--- src/rtl/beam_apply_pkg.sv ---
// Shared types for the beam command applier: FSM states, the buffered command
// record and the boresight constant used after steering is switched off.
package beam_apply_pkg;

  localparam logic [3:0] BEAM_CENTER_STEP = 4'd8;
  localparam int         CMD_OFF_W        = 16;

  typedef enum logic [2:0] {
    S_IDLE     = 3'd0,
    S_WAIT_PRI = 3'd1,
    S_LOAD     = 3'd2,
    S_SWEEP    = 3'd3,
    S_SETTLE   = 3'd4,
    S_DONE     = 3'd5
  } state_t;

  typedef struct packed {
    logic [3:0]           az_step;
    logic [3:0]           el_step;
    logic [CMD_OFF_W-1:0] az_off;
    logic [CMD_OFF_W-1:0] el_off;
  } beam_cmd_t;

  localparam beam_cmd_t BORESIGHT_CMD = '{
    az_step: BEAM_CENTER_STEP,
    el_step: BEAM_CENTER_STEP,
    az_off:  '0,
    el_off:  '0
  };

  // Signed distance of a step index from boresight.
  function automatic int step_delta(input logic [3:0] step);
    return int'(step) - int'(BEAM_CENTER_STEP);
  endfunction

endpackage

--- src/rtl/beam_cmd_fifo.sv ---
// Small synchronous FIFO of beam commands with flush; a pop in the same cycle
// frees a slot so a push into a full FIFO is still accepted.
module beam_cmd_fifo
  import beam_apply_pkg::*;
#(
  parameter int DEPTH = 4
) (
  input  logic      clk,
  input  logic      rst_n,
  input  logic      flush,
  input  logic      push,
  input  beam_cmd_t din,
  input  logic      pop,
  output beam_cmd_t dout,
  output logic      full,
  output logic      empty
);

  localparam int PTR_W = $clog2(DEPTH);

  logic [PTR_W:0] wr_q, wr_d;
  logic [PTR_W:0] rd_q, rd_d;
  logic           pop_ok;
  logic           push_ok;
  beam_cmd_t      mem_q [DEPTH];

  // Extra pointer bit tells full from empty when the index bits match.
  assign empty   = (wr_q == rd_q);
  assign full    = (wr_q[PTR_W] != rd_q[PTR_W]) &&
                   (wr_q[PTR_W-1:0] == rd_q[PTR_W-1:0]);
  assign pop_ok  = pop & ~empty;
  assign push_ok = push & (~full | pop_ok) & ~flush;
  assign dout    = mem_q[rd_q[PTR_W-1:0]];

  always_comb begin
    wr_d = wr_q;
    rd_d = rd_q;
    if (flush) begin
      wr_d = '0;
      rd_d = '0;
    end else begin
      if (push_ok) wr_d = wr_q + 1'b1;
      if (pop_ok)  rd_d = rd_q + 1'b1;
    end
  end

  always_ff @(posedge clk) begin
    if (!rst_n) begin
      wr_q <= '0;
      rd_q <= '0;
    end else begin
      wr_q <= wr_d;
      rd_q <= rd_d;
    end
  end

  always_ff @(posedge clk) begin
    if (push_ok) mem_q[wr_q[PTR_W-1:0]] <= din;
  end

endmodule

--- src/rtl/beam_command_applier.sv ---
// Buffers beam steering commands, applies one per PRI boundary by sweeping
// per-element phase words onto the phase-shifter bus, then reports the settled beam.
module beam_command_applier
  import beam_apply_pkg::*;
#(
  parameter int DATA_WIDTH     = 16,
  parameter int N_COL          = 8,
  parameter int N_ROW          = 8,
  parameter int PHASE_W        = 10,
  parameter int PHASE_PER_STEP = 23,
  parameter int FIFO_DEPTH     = 4,
  parameter int SETTLE_CYC     = 16
) (
  input  logic                             clk,
  input  logic                             rst_n,
  input  logic                             apply_en,
  input  logic [3:0]                       cmd_az_step,
  input  logic [3:0]                       cmd_el_step,
  input  logic [DATA_WIDTH-1:0]            cmd_az_offset,
  input  logic [DATA_WIDTH-1:0]            cmd_el_offset,
  input  logic                             cmd_valid,
  input  logic                             pri_strobe,
  output logic [PHASE_W-1:0]               ph_word,
  output logic [$clog2(N_ROW*N_COL)-1:0]   ph_index,
  output logic                             ph_valid,
  input  logic                             ph_ready,
  output logic                             beam_applied,
  output logic [DATA_WIDTH-1:0]            applied_az_offset,
  output logic [DATA_WIDTH-1:0]            applied_el_offset,
  output logic                             busy,
  output logic [15:0]                      stat_drops,
  output logic [15:0]                      stat_applied
);

  localparam int N_ELEM = N_ROW * N_COL;
  localparam int IDX_W  = $clog2(N_ELEM);
  localparam int COL_W  = $clog2(N_COL);
  localparam int CNT_W  = $clog2(SETTLE_CYC + 1);
  localparam logic [IDX_W-1:0] IDX_LAST    = IDX_W'(N_ELEM - 1);
  localparam logic [COL_W-1:0] COL_LAST    = COL_W'(N_COL - 1);
  localparam logic [CNT_W-1:0] SETTLE_LAST = CNT_W'(SETTLE_CYC - 1);

  state_t                state_q, state_d;
  logic [PHASE_W-1:0]    az_inc_q, az_inc_d;
  logic [PHASE_W-1:0]    el_inc_q, el_inc_d;
  logic [PHASE_W-1:0]    col_acc_q, col_acc_d;
  logic [PHASE_W-1:0]    row_base_q, row_base_d;
  logic [COL_W-1:0]      col_q, col_d;
  logic [IDX_W-1:0]      idx_q, idx_d;
  logic [CNT_W-1:0]      settle_q, settle_d;
  logic                  bore_pend_q, bore_pend_d;
  logic                  apply_en_q, apply_en_d;
  logic [15:0]           drops_q, drops_d;
  logic [15:0]           applied_q, applied_d;
  logic [CMD_OFF_W-1:0]  cur_az_off_q, cur_az_off_d;
  logic [CMD_OFF_W-1:0]  cur_el_off_q, cur_el_off_d;
  logic [DATA_WIDTH-1:0] app_az_q, app_az_d;
  logic [DATA_WIDTH-1:0] app_el_q, app_el_d;

  logic      apply_fall;
  logic      fifo_push;
  logic      fifo_pop;
  logic      fifo_full;
  logic      fifo_empty;
  logic      drop;
  beam_cmd_t fifo_din;
  beam_cmd_t fifo_dout;
  beam_cmd_t cmd_sel;

  // Per-element phase step for a step index, wrapped to the phase word width.
  function automatic logic [PHASE_W-1:0] phase_inc(input logic [3:0] step);
    return PHASE_W'(step_delta(step) * PHASE_PER_STEP);
  endfunction

  assign apply_en_d = apply_en;
  assign apply_fall = apply_en_q & ~apply_en;
  assign fifo_push  = cmd_valid & apply_en;
  assign drop       = fifo_push & fifo_full & ~fifo_pop;

  always_comb begin
    fifo_din         = '0;
    fifo_din.az_step = cmd_az_step;
    fifo_din.el_step = cmd_el_step;
    fifo_din.az_off  = CMD_OFF_W'(cmd_az_offset);
    fifo_din.el_off  = CMD_OFF_W'(cmd_el_offset);
  end

  beam_cmd_fifo #(
    .DEPTH (FIFO_DEPTH)
  ) u_fifo (
    .clk   (clk),
    .rst_n (rst_n),
    .flush (apply_fall),
    .push  (fifo_push),
    .din   (fifo_din),
    .pop   (fifo_pop),
    .dout  (fifo_dout),
    .full  (fifo_full),
    .empty (fifo_empty)
  );

  always_comb begin
    state_d      = state_q;
    az_inc_d     = az_inc_q;
    el_inc_d     = el_inc_q;
    col_acc_d    = col_acc_q;
    row_base_d   = row_base_q;
    col_d        = col_q;
    idx_d        = idx_q;
    settle_d     = settle_q;
    bore_pend_d  = bore_pend_q | apply_fall;
    applied_d    = applied_q;
    cur_az_off_d = cur_az_off_q;
    cur_el_off_d = cur_el_off_q;
    app_az_d     = app_az_q;
    app_el_d     = app_el_q;
    fifo_pop     = 1'b0;
    cmd_sel      = fifo_dout;

    if (drop && drops_q != 16'hFFFF) drops_d = drops_q + 16'd1;
    else                             drops_d = drops_q;

    case (state_q)
      S_IDLE: begin
        if (bore_pend_q || !fifo_empty) state_d = S_WAIT_PRI;
      end
      S_WAIT_PRI: begin
        if (pri_strobe) state_d = S_LOAD;
      end
      S_LOAD: begin
        // A pending boresight beam takes precedence over anything queued later.
        if (bore_pend_q) begin
          cmd_sel     = BORESIGHT_CMD;
          bore_pend_d = apply_fall;
        end else begin
          fifo_pop = ~fifo_empty;
        end
        if (bore_pend_q || !fifo_empty) begin
          az_inc_d     = phase_inc(cmd_sel.az_step);
          el_inc_d     = phase_inc(cmd_sel.el_step);
          cur_az_off_d = cmd_sel.az_off;
          cur_el_off_d = cmd_sel.el_off;
          col_acc_d    = '0;
          row_base_d   = '0;
          col_d        = '0;
          idx_d        = '0;
          state_d      = S_SWEEP;
        end else begin
          state_d = S_IDLE;
        end
      end
      S_SWEEP: begin
        if (ph_ready) begin
          idx_d = idx_q + IDX_W'(1);
          if (col_q == COL_LAST) begin
            col_d      = '0;
            col_acc_d  = '0;
            row_base_d = row_base_q + el_inc_q;
          end else begin
            col_d     = col_q + COL_W'(1);
            col_acc_d = col_acc_q + az_inc_q;
          end
          if (idx_q == IDX_LAST) begin
            settle_d = '0;
            state_d  = S_SETTLE;
          end
        end
      end
      S_SETTLE: begin
        // Report values change together with the beam_applied pulse.
        if (settle_q == SETTLE_LAST) begin
          state_d   = S_DONE;
          applied_d = applied_q + 16'd1;
          app_az_d  = DATA_WIDTH'(cur_az_off_q);
          app_el_d  = DATA_WIDTH'(cur_el_off_q);
        end else begin
          settle_d = settle_q + CNT_W'(1);
        end
      end
      S_DONE: begin
        state_d = S_IDLE;
      end
      default: begin
        state_d = S_IDLE;
      end
    endcase
  end

  always_ff @(posedge clk) begin
    if (!rst_n) begin
      state_q      <= S_IDLE;
      az_inc_q     <= '0;
      el_inc_q     <= '0;
      col_acc_q    <= '0;
      row_base_q   <= '0;
      col_q        <= '0;
      idx_q        <= '0;
      settle_q     <= '0;
      bore_pend_q  <= 1'b0;
      apply_en_q   <= 1'b0;
      drops_q      <= '0;
      applied_q    <= '0;
      cur_az_off_q <= '0;
      cur_el_off_q <= '0;
      app_az_q     <= '0;
      app_el_q     <= '0;
    end else begin
      state_q      <= state_d;
      az_inc_q     <= az_inc_d;
      el_inc_q     <= el_inc_d;
      col_acc_q    <= col_acc_d;
      row_base_q   <= row_base_d;
      col_q        <= col_d;
      idx_q        <= idx_d;
      settle_q     <= settle_d;
      bore_pend_q  <= bore_pend_d;
      apply_en_q   <= apply_en_d;
      drops_q      <= drops_d;
      applied_q    <= applied_d;
      cur_az_off_q <= cur_az_off_d;
      cur_el_off_q <= cur_el_off_d;
      app_az_q     <= app_az_d;
      app_el_q     <= app_el_d;
    end
  end

  assign ph_valid          = (state_q == S_SWEEP);
  assign ph_word           = ph_valid ? (row_base_q + col_acc_q) : '0;
  assign ph_index          = ph_valid ? idx_q : '0;
  assign beam_applied      = (state_q == S_DONE);
  assign busy              = state_q inside {S_LOAD, S_SWEEP, S_SETTLE, S_DONE};
  assign applied_az_offset = app_az_q;
  assign applied_el_offset = app_el_q;
  assign stat_drops        = drops_q;
  assign stat_applied      = applied_q;

endmodule
--- config.mk ---
export PLATFORM = sky130hd
export DESIGN_NAME = beam_command_applier
export DESIGN_NICKNAME = d
export VERILOG_FILES = /design/src/rtl/beam_apply_pkg.sv /design/src/rtl/beam_cmd_fifo.sv /design/src/rtl/beam_command_applier.sv
export SDC_FILE = /design/constraint.sdc
export NUM_CORES = 1
export LEC_CHECK = 0
export ABC_CLOCK_PERIOD_IN_PS = 6080
export CAP_MARGIN = 20
export CORE_ASPECT_RATIO = 1.25
export CORE_MARGIN = 1.5
export CORE_UTILIZATION = 57
export DETAILED_ROUTE_END_ITERATION = 10
export HOLD_SLACK_MARGIN = 0.05
export PLACE_DENSITY = 0.79
export SYNTH_ARGS = -nofsm -noshare
export SYNTH_HDL_FRONTEND = slang
export SYNTH_SLANG_ARGS = --single-unit
--- constraint.sdc ---
create_clock -name clk -period 6.08 [get_ports clk]
set_input_delay 0.912 -clock clk [delete_from_list [all_inputs] [get_ports clk]]
set_output_delay 0.912 -clock clk [all_outputs]
set_load 0.05 [all_outputs]
# ---- Word-level counts from Yosys, hierarchy flattened
# Memory sizes are Yosys's and may differ from the RTL's. A register that Yosys moved wholly into a read port is not among the register bits.
# Index checks and enable logic that the tools add are counted.
dict set report word_totals {
  ram_bits 160
  output_inout_bits 83
  regBits 161
  mem_count 1
  in_bits 46
}
# memory depth word_bits rd rd_clocked_by_memory_dff wr line
set mem_list {}
lappend mem_list {u_fifo.mem_q 4 40 1 1 1 beam_cmd_fifo.sv:25} ;# beam_cmd_t mem_q [DEPTH];
dict set report op_classes {
  bitwise_logic 15
  mux 37
  n_eq_ne 20
  multipliers 2
  reduce_logical 15
  addsub 12
}
# op count
set op_table {}
lappend op_table {{$mux W40} 2}
lappend op_table {{$mux W10} 6}
lappend op_table {{$pmux W10 S2} 2}
lappend op_table {{$add A16 B1 Y16 const B} 2}
lappend op_table {{$add A10 B10 Y10} 3}
lappend op_table {{$mux W3} 8}
lappend op_table {{$mul A5 B6 Y10 const B} 2}
lappend op_table {{$mux W6} 3}
lappend op_table {{$ne A16 B16 Y1 const B} 1}
lappend op_table {{$mux W5} 3}
lappend op_table {{$pmux W3 S5} 1}
lappend op_table {{$pmux W6 S2} 1}
lappend op_table {{$ne A2 B2 Y1 const B} 5}
lappend op_table {{$pmux W5 S2} 1}
lappend op_table {{$sub A4 B4 Y5 const B} 2}
lappend op_table {{$add A3 B1 Y3 const B} 3}
lappend op_table {{$eq A3 B3 Y1 const B} 3}
lappend op_table {{$reduce_and A4 Y1} 2}
lappend op_table {{$and A1 B1 Y1} 7}
lappend op_table {{$add A6 B1 Y6 const B} 1}
lappend op_table {{$eq A3 B2 Y1 const B} 2}
lappend op_table {{$eq A6 B6 Y1 const B} 1}
lappend op_table {{$mux W1} 6}
lappend op_table {{$mux W2} 3}
lappend op_table {{20 further kinds} 31}

# ---- Depth between registers and ports, before layout
# Gate-level depths: netlist of run 1.
dict set report depth {
  depth_word 10
  depth_mapped 17
  ltp_nobuf 15
}

# ---- By module
# A second synthesis of run 1 with hierarchy kept.
dict set report hier_totals {
  cells_unflattened 1150
  hier_area_um2 13960.9
}
# mod area_per_inst_um2 cells_per_inst instances
set modules_own_cells {}
lappend modules_own_cells {beam_command_applier 7762.4 895 1}
lappend modules_own_cells {beam_cmd_fifo 6198.4 255 1}

# ---- Least setup slack after synthesis of run 1
# No wires, ideal clock.
dict set report synth_timing {
  path_type {reg-to-reg}
  from {reg (tool-made name)}
  to {reg el_inc_q[9]}
  required_ps 5994
  path_stages_with_launch 18
  slack_ps 1841
  t_arrival_ps 4154
  path_cell_list {dfxtp_1 > clkbuf_1 > buf_2 > buf_2 > mux4_2 > and2_1 > ha_1 > ha_1 > inv_1 > fa_1 > inv_1 > ha_1 > fa_1 > a21o_1 > a21oi_1 > nor2b_1 > xnor2_1 > a211oi_1}
}
# element line
set synth_lines {}
lappend synth_lines {{end signal, assigned} beam_command_applier.sv:210} ;# el_inc_q <= el_inc_d;
lappend synth_lines {{end, declared} beam_command_applier.sv:45} ;# logic [PHASE_W-1:0] el_inc_q, el_inc_d;

==> results of run 1 <==
-- final timing paths --
kind	startpoint	end	depth (start not counted)
setup reg to reg	register	el_inc_q[9]$_SDFFE_PN0P_	15
hold / removal	applied_az_offset[2]$_SDFFE_PN0P_	applied_az_offset[2]$_SDFFE_PN0P_	2
setup / recovery	register	el_inc_q[9]$_SDFFE_PN0P_	15
hold reg to reg	applied_az_offset[2]$_SDFFE_PN0P_	applied_az_offset[2]$_SDFFE_PN0P_	2
-- metal layers --
| layer | up-vias | global-route usage, % |
|---|---|---|
| met5 | - | 0 |
| met4 | 0 | 6.19 |
| met3 | 42 | 3.16 |
| met2 | 209 | 42.3 |
| met1 | 4433 | 27.3 |
| li1 | 4357 | - |
-- cells by family after synthesis --
| family | Yosys count | synth area share [%] |
|---|---|---|
| AOI/OAI and AO/OA | 214 | 10.1 |
| xor gates and xnor gates | 68 | 4.28 |
| DFF | 323 | 58.0 |
| muxes | 43 | 6.69 |
| and+or+nand+nor | 324 | 10.8 |
| buffers and inverters | 83 | 2.54 |
| adders and majority gates | 79 | 7.59 |
-- layout by cell type (no fill, tap or decap), types with 4 or more instances in the layout --
cell / count
nor2_1: 85
mux4_2: 40
o211ai_1: 6
and4_1: 6
dfxtp_1: 161
clkbuf_1: 8
nand3_1: 16
nand2_1: 135
a21o_1: 9
clkbuf_8: 5
nor2b_1: 7
a211oi_1: 13
and3_1: 4
o21ai_0: 33
nand4_1: 12
buf_4: 10
or3_1: 8
a21oi_1: 83
clkdlybuf4s50_1: 128
and2_1: 19
inv_1: 32
fa_1: 9
nor3_1: 8
bufinv_16: 4
ha_1: 70
edfxtp_1: 160
xor2_1: 40
a22o_1: 36
o21bai_1: 6
a22oi_1: 6
and2_2: 5
xnor2_1: 28
clkbuf_16: 29
-- metrics by stage --
stage | setup slack (ns) | total power [mW] | cells | utilization, % | area, µm²
detailed placement | 1.68 | 2.63 | 1547 | 64.7 | 15500
floorplan | 1.84 | 2.54 | 1134 | - | 13900
finish | 1.74 | 4.47 | 1602 | 69.0 | 16500
global placement | 1.77 | 2.62 | 1547 | 64.7 | 15500
global route | 1.34 | 4.61 | 1602 | 69.0 | 16500
CTS | 1.64 | 4.49 | 1601 | 68.8 | 16400
-- layout make-up --
type | instances | share of cell area, %
Timing Repair Buffer | 139 | 8.40
Sequential cell | 323 | 49.0
Inverter | 33 | 0.752
Multi-Input combinational cell | 728 | 33.4
Tap cell | 325 | 2.47
Clock inverter | 12 | 0.988
Clock buffer | 42 | 5.01
-- power groups by stage --
| stage | Clock, mW | Sequential [mW] | Combinational (mW) |
|---|---|---|---|
| finish | 1.88 | 2.32 | 0.257 |
| CTS | 1.91 | 2.32 | 0.259 |
| global placement | 0 | 2.37 | 0.246 |
| detailed placement | 0 | 2.37 | 0.254 |
| floorplan | 0 | 2.36 | 0.174 |
| global route | 1.99 | 2.33 | 0.288 |
-- worst reg2reg max path: cells and delay by family (launching register included) --
| kind | cells | cell delay, ns |
|---|---|---|
| simple gates | 2 | 0.41 |
| mux | 1 | 0.58 |
| flops | 1 | 0.77 |
| fa+ha+maj | 5 | 1.61 |
| compound gates | 3 | 0.61 |
| buf+inv | 3 | 0.14 |
| xor+xnor | 1 | 0.13 |
-- registers in the layout (all words and copies together), names as in the netlist, named ones only --
name,count
applied_el_offset,16
stat_applied,16
el_inc_q,10
settle_q,5
u_fifo.mem_q,160
u_fifo.rd_q,3
col_acc_q,10
cur_az_off_q,16
idx_q,6
bore_pend_q,1
state_q,3
apply_en_q,1
col_q,3
cur_el_off_q,16
az_inc_q,10
u_fifo.wr_q,3
stat_drops,16
applied_az_offset,16
row_base_q,10
==> results.cfg, run 1 <==
[run_status]
status = finished clean

[power_and_ir_drop]
internal-power_mw = 3.53
power_density_nw_per_um2 = 271
leakage_nw = 5.88
power_frac_clock_pct = 42.2
power_frac_comb_pct = 5.7
ir_worst_vdd_v = 0.000245
pwr-share-seq_pct = 52.0
switching_power_mw = 0.932
p_sw_share_pct = 20.9

[layout]
regArea_um2 = 8070
drive_gt1_share_pct = 8.77
fillers = 1679
syn_to_final_growth_pct = 18.4
multiInputGateArea_um2 = 5500
num_antenna_cells = 0
fin_nets = 1379

[clock_network]
numCtsBuffers = 29
cts_tree = done
ctsHtreeMaxLevel = 1
cts_resized = 0
clk_pin_slew_ns = 0.06
cts_hold_buf = 0
clock_latency_ns = 0.56
clk_path_buf_depth = 3
cts_sinks = 323
post_cts_buffers = 0
root_buffer = clkbuf_16

[floorplan]
die-width_um = 143
core_region_area_um2 = 23900
io_pins = 129
die_h_um = 178
rows = 63
start_util_pct = 58.2
die_area_um2 = 25400

[worst_setup_path]
critical-path-max-stage-delay_ns = 0.77
crit_family = adder cells
cp-end-kind = register
r2r_setup_slack_ns = 1.74
cp.required_ns = 6.55
critPathMaxFanout = 19
worst_ep_arrival_time_ns = 4.80
crit_slowest_cell = dfxtp_2
crit_chain = mux4_2 > nor2_1 > ha_1 > inv_1 > ha_1 > inv_1 > fa_1 > inv_1 > ha_1 > fa_1 > a21o_1 > a21oi_1 > nor2b_1 > xnor2_1 > a211oi_1
crit_type = reg -> reg
crit_buf_inv = 3
critPathLaunchType = register

[yosys]
synth_area_leader_cell = edfxtp_1
syn-cell-area_um2 = 13900
synth.area.top_cells = edfxtp_1, dfxtp_1, mux4_2, ha_1, nand2_1
postSynthNetCount = 1259
async_reset_ff_share_pct = 0
synthTopCellsByCount = dfxtp_1, edfxtp_1, nand2_1, nor2_1, a21oi_1
ys_seq_area_share_pct = 58.0
yosysMostFrequentCell = dfxtp_1
synth_cell_types = 61
ys.warnings.count = 0
syn_inst = 1134
ys_seq_elements = 323
avgSynthCellArea_um2 = 12.3
synth_top_area_share_pct = 34.5
synth_edf_count = 160
ys.flop_type = dfxtp_1

[detailed_routing]
drtPass1Iterations = 4
drc = 0
initialDrtViolationCount = 547
drt-met1-wl_um = 11500
dr.max_layer_used = met4
dr_total_vias = 9041
dr_wl_met3_um = 1210
route.met2.wl_um = 15000
ant_nets = 0
vias_per_cell = 5.64
avgRoutedWirePerCell_um = 17.6
wirelength_um = 28300

[timing]
finalCritPeriodShare_pct = 71.3
setup_tns_ns = 0
period_needed_ns = 4.34
fmax_ghz = 0.231
relSlewSlack_pct = 28.4
hold_viol = 0
whs_ns = 0.455
rsz0062_at_grt = no
finClkSkew_ns = 0.0177
setup_viol = 0
tightestPinTransition_ns = 1.07
slew_viol_final = 0

[min_path]
hold_path.class = reg -> reg

[grt]
grt_pass1_wl_um = 45200
grt_pass1_vias = 9019
overflow = 0
antenna_found_initial = 0
grt_max_degree = 63
track_usage_pct = 22.7

[place]
dp_hpwl_um = 18400
port_buffers = 128
gp_congestion = 0.781

[run]
drv_cap = 0
No activity file was read; power rests on OpenSTA's default activity.
==> run 2: changes to the inputs <==
--- a/config.mk
+++ b/config.mk
@@ -5,7 +5,7 @@
 export SDC_FILE = /design/constraint.sdc
 export NUM_CORES = 1
 export LEC_CHECK = 0
-export ABC_CLOCK_PERIOD_IN_PS = 6080
+export ABC_CLOCK_PERIOD_IN_PS = 4470
 export CAP_MARGIN = 20
 export CORE_ASPECT_RATIO = 1.25
 export CORE_MARGIN = 1.5
==> constraint.sdc (replaced) <==
create_clock -name clk -period 4.47 [get_ports clk]
set_input_delay 0.6705 -clock clk [delete_from_list [all_inputs] [get_ports clk]]
set_output_delay 0.6705 -clock clk [all_outputs]
set_load 0.05 [all_outputs]
==> run 2 against run 1 <==
Net effect:
- clock power is 38% higher
- core utilization is 0.30 points higher
- count of clock-buffer cells in the layout is 2 higher
- wire length hardly changed
- cell area is 0.44% higher
- combinational power is 37% higher
- register-to-register slack worse by 1.3 ns
- global-route usage is 0.17 points higher
- non-clock buffer count is 8 higher
- critical path type is now reg -> out
- largest cell class unchanged
- largest power group unchanged
==> results.cfg, run 2 (same netlist as run 1, synthesis figures left out) <==
[power_and_ir_drop]
ir_worst_vdd_v = 0.000342
power_density_nw_per_um2 = 369
internal-power_mw = 4.83
power_frac_comb_pct = 5.8
leakage_nw = 5.94
pwr-share-seq_pct = 51.7
power_frac_clock_pct = 42.5
p_total_mw = 6.11
switching_power_mw = 1.28
p_sw_share_pct = 20.9

[floorplan]
core_region_area_um2 = 23900
die_area_um2 = 25400
io_pins = 129
start_util_pct = 58.2
die_h_um = 178
die-width_um = 143
rows = 63

[detailed_routing]
ant_nets = 0
vias_per_cell = 5.60
drc = 0
drtPass1Iterations = 4
avgRoutedWirePerCell_um = 17.5
dr_total_vias = 9032
initialDrtViolationCount = 487
wirelength_um = 28200

[timing]
rsz0062_at_grt = no
relSlewSlack_pct = 41.3
fmax_ghz = 0.244
whs_ns = 0.453
setup_tns_ns = 0
finalCritPeriodShare_pct = 91.8
tightestPinTransition_ns = 0.877
hold_viol = 0
finClkSkew_ns = 0.0145
setup_viol = 0
period_needed_ns = 4.10
slew_viol_final = 0
finalWorstSetupSlack_ns = 0.366

[place]
gp_congestion = 0.842
dp_slack_ns = 0.482
dp_hpwl_um = 18600
port_buffers = 128

[layout]
fin_nets = 1389
drive_gt1_share_pct = 9.62
largest_reg_flops = 160
num_antenna_cells = 0
fillers = 1694
syn_to_final_growth_pct = 18.9
layout_common_cells = dfxtp_1, edfxtp_1, nand2_1
mostFrequentLayoutCell = dfxtp_1

[worst_setup_path]
worstSetupStartpoint = col_acc_q[0]$_SDFFE_PN0P_
cp.required_ns = 3.80
critPathMaxFanout = 3
cp-end-kind = output port
worst_ep_arrival_time_ns = 3.43
critPathLaunchType = register
crit_type = reg -> out

[clock_network]
numCtsBuffers = 31
cts_tree = done
root_buffer = clkbuf_16
clk_path_buf_depth = 3
cts_resized = 0
cts_hold_buf = 0
cts_sinks = 323
clock_latency_ns = 0.57
post_cts_buffers = 0
ctsHtreeMaxLevel = 1
clk_pin_slew_ns = 0.06

[run]
drv_cap = 0

[grt]
antenna_found_initial = 0
track_usage_pct = 22.8
grt_max_degree = 56
grt_pass1_vias = 9038
overflow = 0
grt_pass1_wl_um = 45600

[run_status]
status = finished clean

[min_path]
hold_path.class = reg -> reg
worstHoldStart = applied_az_offset[8]$_SDFFE_PN0P_
==> run 2: changes by cell type in the layout (fill, tap and decap cells not counted), sizes merged <==
cell      change
buf           +8
clkinv        +4
clkbuf        +2
bufinv        -1
clkinvlp      -1
==> run 2: power groups by stage <==
stage / sequential, mW / combinational, mW / clock, mW
after floorplan: 3.22 / 0.236 / 0
after global placement: 3.22 / 0.340 / 0
after detailed placement: 3.22 / 0.348 / 0
after CTS: 3.16 / 0.356 / 2.64
after global routing: 3.16 / 0.401 / 2.76
final: 3.16 / 0.353 / 2.60
==> run 2: final timing paths <==
kind | endpoint | slack [ns] | cells past startpoint
max | ph_word[8] | 0.37 | 9
min | applied_az_offset[8]$_SDFFE_PN0P_ | 0.45 | 2
max reg2reg | az_inc_q[9]$_SDFFE_PN0P_ | 0.48 | 15
min reg2reg | applied_az_offset[8]$_SDFFE_PN0P_ | 0.45 | 2
==> run 2: layout make-up <==
class | count | area (µm²) | share of cell area [%]
Timing Repair Buffer | 147 | 1420 | 8.61
Tap cell | 325 | 407 | 2.46
Multi-Input combinational cell | 728 | 5500 | 33.2
Sequential cell | 323 | 8070 | 48.8
Clock inverter | 14 | 145 | 0.877
Inverter | 33 | 124 | 0.749
Clock buffer | 44 | 875 | 5.29
==> run 2: critical path: stages, from the launching register on <==
cell             delay, ns
dfxtp_1               0.34
ha_1                  0.25
fa_1                  0.43
a21o_1                0.17
a21oi_1               0.25
o211ai_1              0.18
o31ai_1               0.27
xor2_1                0.10
nor2_1                0.09
clkdlybuf4s50_1       0.81
==> run 2: through the flow <==
step,utilization (%),std cells,instance area (µm²)
2_1_floorplan,-,1134,13900
3_3_place_gp,65.0,1555,15500
3_5_place_dp,65.0,1555,15500
4_1_cts,69.2,1613,16500
5_1_grt,69.3,1614,16500
6_report,69.3,1614,16500
==> run 2: layer usage <==
layer | wire length [µm] | GRT usage [%]
met1 | 11600 | 27.7
met2 | 15000 | 42.5
met3 | 1180 | 3.16
met4 | 538 | 6.06
met5 | 0 | 0
